## config.mk

```make
export PLATFORM = sky130hd
export DESIGN_NAME = noc_injector
export DESIGN_NICKNAME = d
export VERILOG_FILES = /design/src/rtl/noc_injector.sv
export SDC_FILE = /design/constraint.sdc
export NUM_CORES = 1
export LEC_CHECK = 0
export CORE_MARGIN = 2
export CORE_UTILIZATION = 50
export CTS_CLUSTER_DIAMETER = 120
export DETAILED_ROUTE_END_ITERATION = 7
export PLACE_DENSITY_LB_ADDON = 0.25
export SLEW_MARGIN = 20
export SYNTH_ARGS = -nofsm -noshare
export SYNTH_HDL_FRONTEND = slang
export SYNTH_SLANG_ARGS = --single-unit
export TNS_END_PERCENT = 5
```

## constraint.sdc

```tcl
create_clock -name clk_i -period 2.76 [get_ports clk_i]
set_input_delay 0.414 -clock clk_i [delete_from_list [all_inputs] [get_ports clk_i]]
set_output_delay 0.414 -clock clk_i [all_outputs]
set_load 0.005 [all_outputs]
```

## src/rtl/noc_injector.sv

```systemverilog
// NoC injection port: queues packets offered by a processing element and
// writes them into the attached switch's resource-port input FIFO.
// Packets addressed outside the mesh are dropped and counted.
module noc_injector #(
  parameter int unsigned COL_CORD        = 0,
  parameter int unsigned ROW_CORD        = 0,
  parameter int unsigned COL_N           = 4,
  parameter int unsigned ROW_N           = 4,
  parameter int unsigned FIFO_DEPTH_W    = 2,
  parameter int unsigned PCKT_COL_ADDR_W = 4,
  parameter int unsigned PCKT_ROW_ADDR_W = 4,
  parameter int unsigned PCKT_DATA_W     = 8,
  parameter int unsigned PCKT_W          = PCKT_COL_ADDR_W + PCKT_ROW_ADDR_W + PCKT_DATA_W,
  parameter int unsigned CNT_W           = 16
) (
  input  logic                       clk_i,
  input  logic                       rst_ni,
  input  logic                       valid_i,
  output logic                       ready_o,
  input  logic [PCKT_COL_ADDR_W-1:0] dst_col_i,
  input  logic [PCKT_ROW_ADDR_W-1:0] dst_row_i,
  input  logic [PCKT_DATA_W-1:0]     data_i,
  output logic                       wr_en_o,
  output logic [PCKT_W-1:0]          pckt_o,
  input  logic                       nxt_fifo_full_i,
  input  logic                       nxt_fifo_overflow_i,
  output logic                       drop_o,
  output logic                       err_o,
  output logic [CNT_W-1:0]           sent_cnt_o,
  output logic [CNT_W-1:0]           drop_cnt_o
);

  localparam int unsigned Depth = 2 ** FIFO_DEPTH_W;
  localparam logic [FIFO_DEPTH_W:0] DepthCnt = (FIFO_DEPTH_W + 1)'(Depth);

  typedef enum logic [1:0] {StEmpty, StActive, StFull} state_e;

  state_e                  state_q, state_d;
  logic [FIFO_DEPTH_W-1:0] wr_ptr_q, rd_ptr_q;
  logic [FIFO_DEPTH_W:0]   count_q, count_d;
  logic [PCKT_W-1:0]       mem_q [Depth];
  logic                    err_q, drop_q;
  logic [CNT_W-1:0]        sent_cnt_q, drop_cnt_q;

  logic xfer, in_range, push, pop, drop;
  logic [PCKT_W-1:0] pckt_in;

  // The switch resolves local delivery, so the own coordinates never gate
  // injection; they are kept only as configuration of the attachment point.
  logic unused_coords;
  assign unused_coords = ^{32'(COL_CORD), 32'(ROW_CORD)};

  // Handshake and packet assembly; ready and write strobe come from state only.
  always_comb begin
    ready_o  = (state_q != StFull);
    wr_en_o  = (state_q != StEmpty) && !nxt_fifo_full_i;
    pckt_o   = (state_q == StEmpty) ? '0 : mem_q[rd_ptr_q];
    xfer     = valid_i && ready_o;
    in_range = (32'(dst_col_i) < COL_N) && (32'(dst_row_i) < ROW_N);
    push     = xfer && in_range;
    drop     = xfer && !in_range;
    pop      = wr_en_o;
    pckt_in  = {dst_col_i, dst_row_i, data_i};
  end

  // Occupancy and state next-state; push and pop together leave count as is.
  always_comb begin
    count_d = count_q;
    unique case ({push, pop})
      2'b10:   count_d = count_q + 1'b1;
      2'b01:   count_d = count_q - 1'b1;
      default: count_d = count_q;
    endcase
    if (count_d == '0) begin
      state_d = StEmpty;
    end else if (count_d == DepthCnt) begin
      state_d = StFull;
    end else begin
      state_d = StActive;
    end
  end

  // Queue storage; contents need no reset since the head is masked when empty.
  always_ff @(posedge clk_i) begin
    if (push) begin
      mem_q[wr_ptr_q] <= pckt_in;
    end
  end

  // Pointers, count, state, status flags and statistics counters.
  always_ff @(posedge clk_i or negedge rst_ni) begin
    if (!rst_ni) begin
      state_q    <= StEmpty;
      wr_ptr_q   <= '0;
      rd_ptr_q   <= '0;
      count_q    <= '0;
      err_q      <= 1'b0;
      drop_q     <= 1'b0;
      sent_cnt_q <= '0;
      drop_cnt_q <= '0;
    end else begin
      state_q <= state_d;
      count_q <= count_d;
      drop_q  <= drop;
      err_q   <= err_q | nxt_fifo_overflow_i;
      if (push) begin
        wr_ptr_q <= wr_ptr_q + 1'b1;
      end
      if (pop) begin
        rd_ptr_q   <= rd_ptr_q + 1'b1;
        sent_cnt_q <= sent_cnt_q + 1'b1;
      end
      if (drop) begin
        drop_cnt_q <= drop_cnt_q + 1'b1;
      end
    end
  end

  assign drop_o     = drop_q;
  assign err_o      = err_q;
  assign sent_cnt_o = sent_cnt_q;
  assign drop_cnt_o = drop_cnt_q;

endmodule

```

# ---- After elaboration in Yosys (flattened, before gate mapping)
# Memory sizes are Yosys's and may differ from the RTL's.
# Cells that the tools add are included.
dict set report op_classes {
  n_shift 0
  n_lt_le_gt_ge 2
  n_mul 0
  n_reduce_logical 10
  eq_ne 4
  bitwise 1
  div 0
  n_mux 6
  addsub 6
}
# operator n
set op_table {}
lappend op_table {{adder 16 x 1 -> 16 bit, second input constant} 2}
lappend op_table {{2-to-1 mux 16 bit} 1}
lappend op_table {{less-than comparator 4 x 3 -> 1 bit, second input constant} 2}
lappend op_table {{case mux 3 bit (2 select lines)} 1}
lappend op_table {{logical AND 1 bit} 5}
lappend op_table {{adder 2 x 1 -> 2 bit, second input constant} 2}
lappend op_table {{2-to-1 mux 2 bit} 2}
lappend op_table {{adder 3 x 1 -> 3 bit, second input constant} 1}
lappend op_table {{equality test 3 bit, second input constant} 1}
lappend op_table {{logical NOT 3 bit} 1}
lappend op_table {{subtractor 3 x 1 -> 3 bit, second input constant} 1}
lappend op_table {{equality test 2 x 1 -> 1 bit, second input constant} 1}
lappend op_table {{equality test 2 bit, second input constant} 1}
lappend op_table {{logical NOT 1 bit} 2}
lappend op_table {{logical NOT 2 bit} 1}
lappend op_table {{2-to-1 mux 1 bit} 2}
lappend op_table {{!= test 2 bit, second input constant} 1}
lappend op_table {{nonzero test 2 bit} 1}
lappend op_table {{bitwise OR 1 bit} 1}
dict set report totals {
  reg_bits 43
  n_memories 1
  in_bits 21
  out_inout_bits 52
  word_cells 38
  mem_bits_ro 0
  latchBits 0
  ram_bits 64
}
# memory depth width read_ports rd_ports_with_merged_regs wr line
set mem_list {}
lappend mem_list {mem_q 4 16 1 0 1 41} ;# logic [PCKT_W-1:0] mem_q [Depth];

# ---- Longest topological paths before layout
dict set report logic_depth {
  ltp_word 8
  depth_mapped 11
  ltp_nobuf 10
}

# ---- Worst setup path before layout
# No wires, ideal clock.
dict set report synth_timing {
  kind {in2reg}
  from {input port dst_col_i[2]}
  to {register state_q[1]}
  n_path_buf 1
  arrival_time_ns 2.072
  path_slack_ns 0.571
  setup_time_ns 0.118
  cell_stages 10
  required_ns 2.642
  path_cell_list {nor4_2 > and3_2 > clkbuf_1 > inv_1 > ha_1 > inv_1 > fa_1 > mux2i_1 > or2_2 > nor2b_1}
}
dict set report synth_via {
  elab_chain_cells 8
  elab_cells_between_ends 10
  classes_between {order compare (1); eq/ne (3); mux (3); reduce/logical (3)}
}
# element line
set synth_rtl {}
lappend synth_rtl {{start: declaration} 20} ;# input logic [PCKT_COL_ADDR_W-1:0] dst_col_i,
lappend synth_rtl {{less-than comparator 4 x 3 -> 1 bit *} 59} ;# in_range = (32'(dst_col_i) < COL_N) && (32'(dst_row_i) < ROW_N);
lappend synth_rtl {{logical AND 1 bit *} 59}
lappend synth_rtl {{logical AND 1 bit *} 60} ;# push = xfer && in_range;
lappend synth_rtl {{equality test 2 x 1 -> 1 bit or equality test 2 bit (tied branches)} 69} ;# unique case ({push, pop})
lappend synth_rtl {{case mux 3 bit (2 select lines) *} 69}
lappend synth_rtl {{named net count_d[1]} 40} ;# logic [FIFO_DEPTH_W:0] count_q, count_d;
lappend synth_rtl {{equality test 3 bit} 76} ;# end else if (count_d == DepthCnt) begin
lappend synth_rtl {{2-to-1 mux 2 bit} 76}
lappend synth_rtl {{2-to-1 mux 2 bit *} 74} ;# if (count_d == '0) begin
lappend synth_rtl {{named net state_d[1]} 38} ;# state_e state_q, state_d;
lappend synth_rtl {{end signal: assignment} 93} ;# state_q <= StEmpty;
lappend synth_rtl {{end signal: assignment} 102} ;# state_q <= state_d;
lappend synth_rtl {{end: declaration} 38}
# Mark *: on every way through the listed nets, which the timed path passes. The rest lies on a longest branch.
# A chain may end at the register's enable or synchronous reset.

# ---- Worst setup path in the final report
dict set report layout_timing {
  from {register rd_ptr_q[0]}
  to {output port pckt_o[9]}
}
dict set report layout_via {
  elab_chain_cells 2
}
# element line
set layout_rtl {}
lappend layout_rtl {{start: declaration} 39} ;# logic [FIFO_DEPTH_W-1:0] wr_ptr_q, rd_ptr_q;
lappend layout_rtl {{start signal: assignment} 110} ;# rd_ptr_q <= rd_ptr_q + 1'b1;
lappend layout_rtl {{memory (4 x 16 bit)} --}
lappend layout_rtl {{2-to-1 mux 16 bit} 57} ;# pckt_o = (state_q == StEmpty) ? '0 : mem_q[rd_ptr_q];
lappend layout_rtl {{end: declaration} 24} ;# output logic [PCKT_W-1:0] pckt_o,
# No other way between the ends.

==> results.cfg <==
[status]
status = finished, final reports clean

[worst_setup_path]
required_ps = 2350
reg2reg_to = state_q[1]$_DFF_PN0_
slowest_stage = mux4_2
startpoint = rd_ptr_q[0]$_DFFE_PN0P_
start_kind = register
worstPathMaxFanout = 17
max_stage_delay_ps = 520
rr_startpoint = state_q[0]$_DFF_PN0_
arrival_ps = 2090
reg2reg_slack_ps = 630
reg2reg_depth = 9
crit_chain = buf_12 > mux4_2 > nor2b_1 > clkdlybuf4s50_1
endpoint_kind = primary output
crit_end = pckt_o[9]
crit_type = reg2out

[min_path]
worstHoldPathType = in2async

[cts]
cts_resized = 0
post_cts_buffers = 0
hold_buffers = 0
cts_buffers = 9
path_clk_slew_ps = 100
cts_sinks = 107
root_buffer = clkbuf_8
htree_levels = 3
clock_latency_ps = 360
cts_tree = done
clk_path_buf_depth = 2

[sta]
tightest_slew_ps = 932
slew_violations = 0
hold_violations = 0
finalCritPeriodShare = 0.907
fin_crit_ps = 2500
rsz0062_at_grt = no
fin_worst_skew_ps = 11.1
max_slew_margin = 0.379
finalSetupTns_ps = 0
setup_viol = 0
fmax_mhz = 399

[yosys]
avgSynthCellArea_um2 = 16.5
ys_warn_count = 0
synth_cells = 267
synth_top_area_frac = 0.437
ys_types = 31
synth_edf_count = 64
yosysTopAreaCell = edfxtp_1
yosys-top-cells-area = edfxtp_1 (44%), dfrtp_1 (24%), mux4_2 (8.2%)
synth-seq-cells = 107
syn-cell-area_um2 = 4400
synth_fp_nets = 296
synthFlopType = edfxtp_1
ys_seq_area_frac = 0.681
synthArstFlopShare = 0.402

[grt]
grt_pass1_vias = 2506
grt_pass1_wl_um = 12600
antenna_found_initial = 0
grt_max_degree = 44
gr-usage-all-layers = 0.170
grt_overflow = 0

[drt]
routed_via_density = 5.23
via_count = 2425
antenna_left = 0
routed_wl_um = 7580
route.detailed.drc = 0
wl_per_cell_um = 16.3
first_iter_violations = 84
first_pass_iters = 4

[placed_design]
dpl.cell_count = 448
place_congestion = 0.734
portBuffers = 72
hpwl_um = 5040

[final_layout]
drive_above_1_share = 0.146
diodes = 0
final_cell_mix = clkdlybuf4s50_1 (71), edfxtp_1 (64), dfrtp_1 (43), xnor2_1 (31), nor2b_1 (18)
area_growth_pct = 24.2
final_common_cell = clkdlybuf4s50_1
nFillCells = 656
seqCellArea_um2 = 3000
multi_input_area_um2 = 1290
final-instance-count-excl-fill = 464
fin_nets = 380

[pwr]
power.internal_uw = 3150
vdd_ir_drop_max_mv = 0.526
p_sw_uw = 1280
seqPwrFrac = 0.466
power_density_nw_per_um2 = 811
pwr-share-comb = 0.333
p_clk_frac = 0.201
power.leakage_uw = 0.00201
switching_share = 0.288

[job]
drv_cap = 0

[floorplan]
num_io_pins = 73
die_y_um = 97.8
die_x_um = 97.8
dieArea_um2 = 9570
fp-row-count = 34
initial_core_util = 0.510
core_um2 = 8640
[power by group through the flow]
stage	logic, µW	registers, µW	clock network, µW
2_1_floorplan	849	2040	0
3_3_place_gp	1480	2100	0
3_5_place_dp	1510	2100	0
4_1_cts	1520	2070	918
5_1_grt	1630	2100	988
6_report	1480	2060	889
[synth_stat cells (all sizes together), types with 2 or more instances]
master	n
nor4	2
nor2	5
mux2	2
nand2	9
xnor2	31
and2	5
edfxtp	64
ha	7
nand4	13
and4	2
inv	10
xor2	5
nor2b	18
dfrtp	43
or2	3
buf	7
clkbuf	2
nand3	10
mux4	16
and3	6
[per-layer routing]
| layer | routed length (µm) | vias up | track usage |
|---|---|---|---|
| li1 | - | 1134 | - |
| met1 | 3430 | 1234 | 0.232 |
| met2 | 3790 | 49 | 0.276 |
| met3 | 272 | 8 | 0.0358 |
| met4 | 85 | 0 | 0.0577 |
| met5 | 0 | - | 0 |
[state kept, by name, indices dropped and copies added, names as in the netlist, named ones only]
signal,count
sent_cnt_o,16
mem_q,64
drop_cnt_o,16
count_q,2
wr_ptr_q,2
rd_ptr_q,2
drop_o,1
state_q,2
err_o,1
[cell families after synthesis]
group | after synthesis | share of synthesized area
multiplexers | 19 | 0.0893
AND/OR/NAND/NOR | 76 | 0.105
XOR/XNOR | 36 | 0.0717
flip-flops | 107 | 0.681
adder cells (fa/ha/maj) | 8 | 0.0245
buffers and inverters | 19 | 0.0247
AO/OA/AOI/OAI | 2 | 0.00370
[metrics by stage]
| stage | cell area, µm² | total power [µW] | hold slack, ps | utilization | setup slack [ps] |
|---|---|---|---|---|---|
| 2_1_floorplan | 4400 | 2890 | 118 | - | 571 |
| 6_report | 5460 | 4430 | 187 | 0.633 | 256 |
| 4_1_cts | 5460 | 4500 | 212 | 0.633 | 203 |
| 3_5_place_dp | 5280 | 3610 | 446 | 0.611 | 84.1 |
| 3_3_place_gp | 5280 | 3570 | 449 | 0.611 | 154 |
| 5_1_grt | 5460 | 4710 | 257 | 0.633 | 166 |
[final cells by class]
class	instances	share of cell area
clock inverter	6	0.0103
sequential	107	0.549
multi-input combinational	141	0.237
inverter	10	0.00687
timing repair buffer	82	0.149
tap	108	0.0247
clock buffer	10	0.0234
[how the worst min path moves through the flow]
stage	from	to	slack, ps	depth (start not counted)
floorplan	rst_ni	asynchronous set/reset pin	120	0
global placement	register	register	450	1
detailed placement	register	register	450	1
CTS	rst_ni	drop_cnt_o[5]$_DFFE_PN0P_	210	1
global route	rst_ni	drop_cnt_o[5]$_DFFE_PN0P_	260	1
finish	rst_ni	drop_cnt_o[4]$_DFFE_PN0P_	190	1
[critical path, delay by kind of cell, from the launching register on]
| family | cells | cell delay (ps) |
|---|---|---|
| buffers and inverters | 2 | 640 |
| flip-flops | 1 | 410 |
| multiplexers | 1 | 520 |
| AND/OR/NAND/NOR | 1 | 150 |
(Power assumes the default switching activity.)
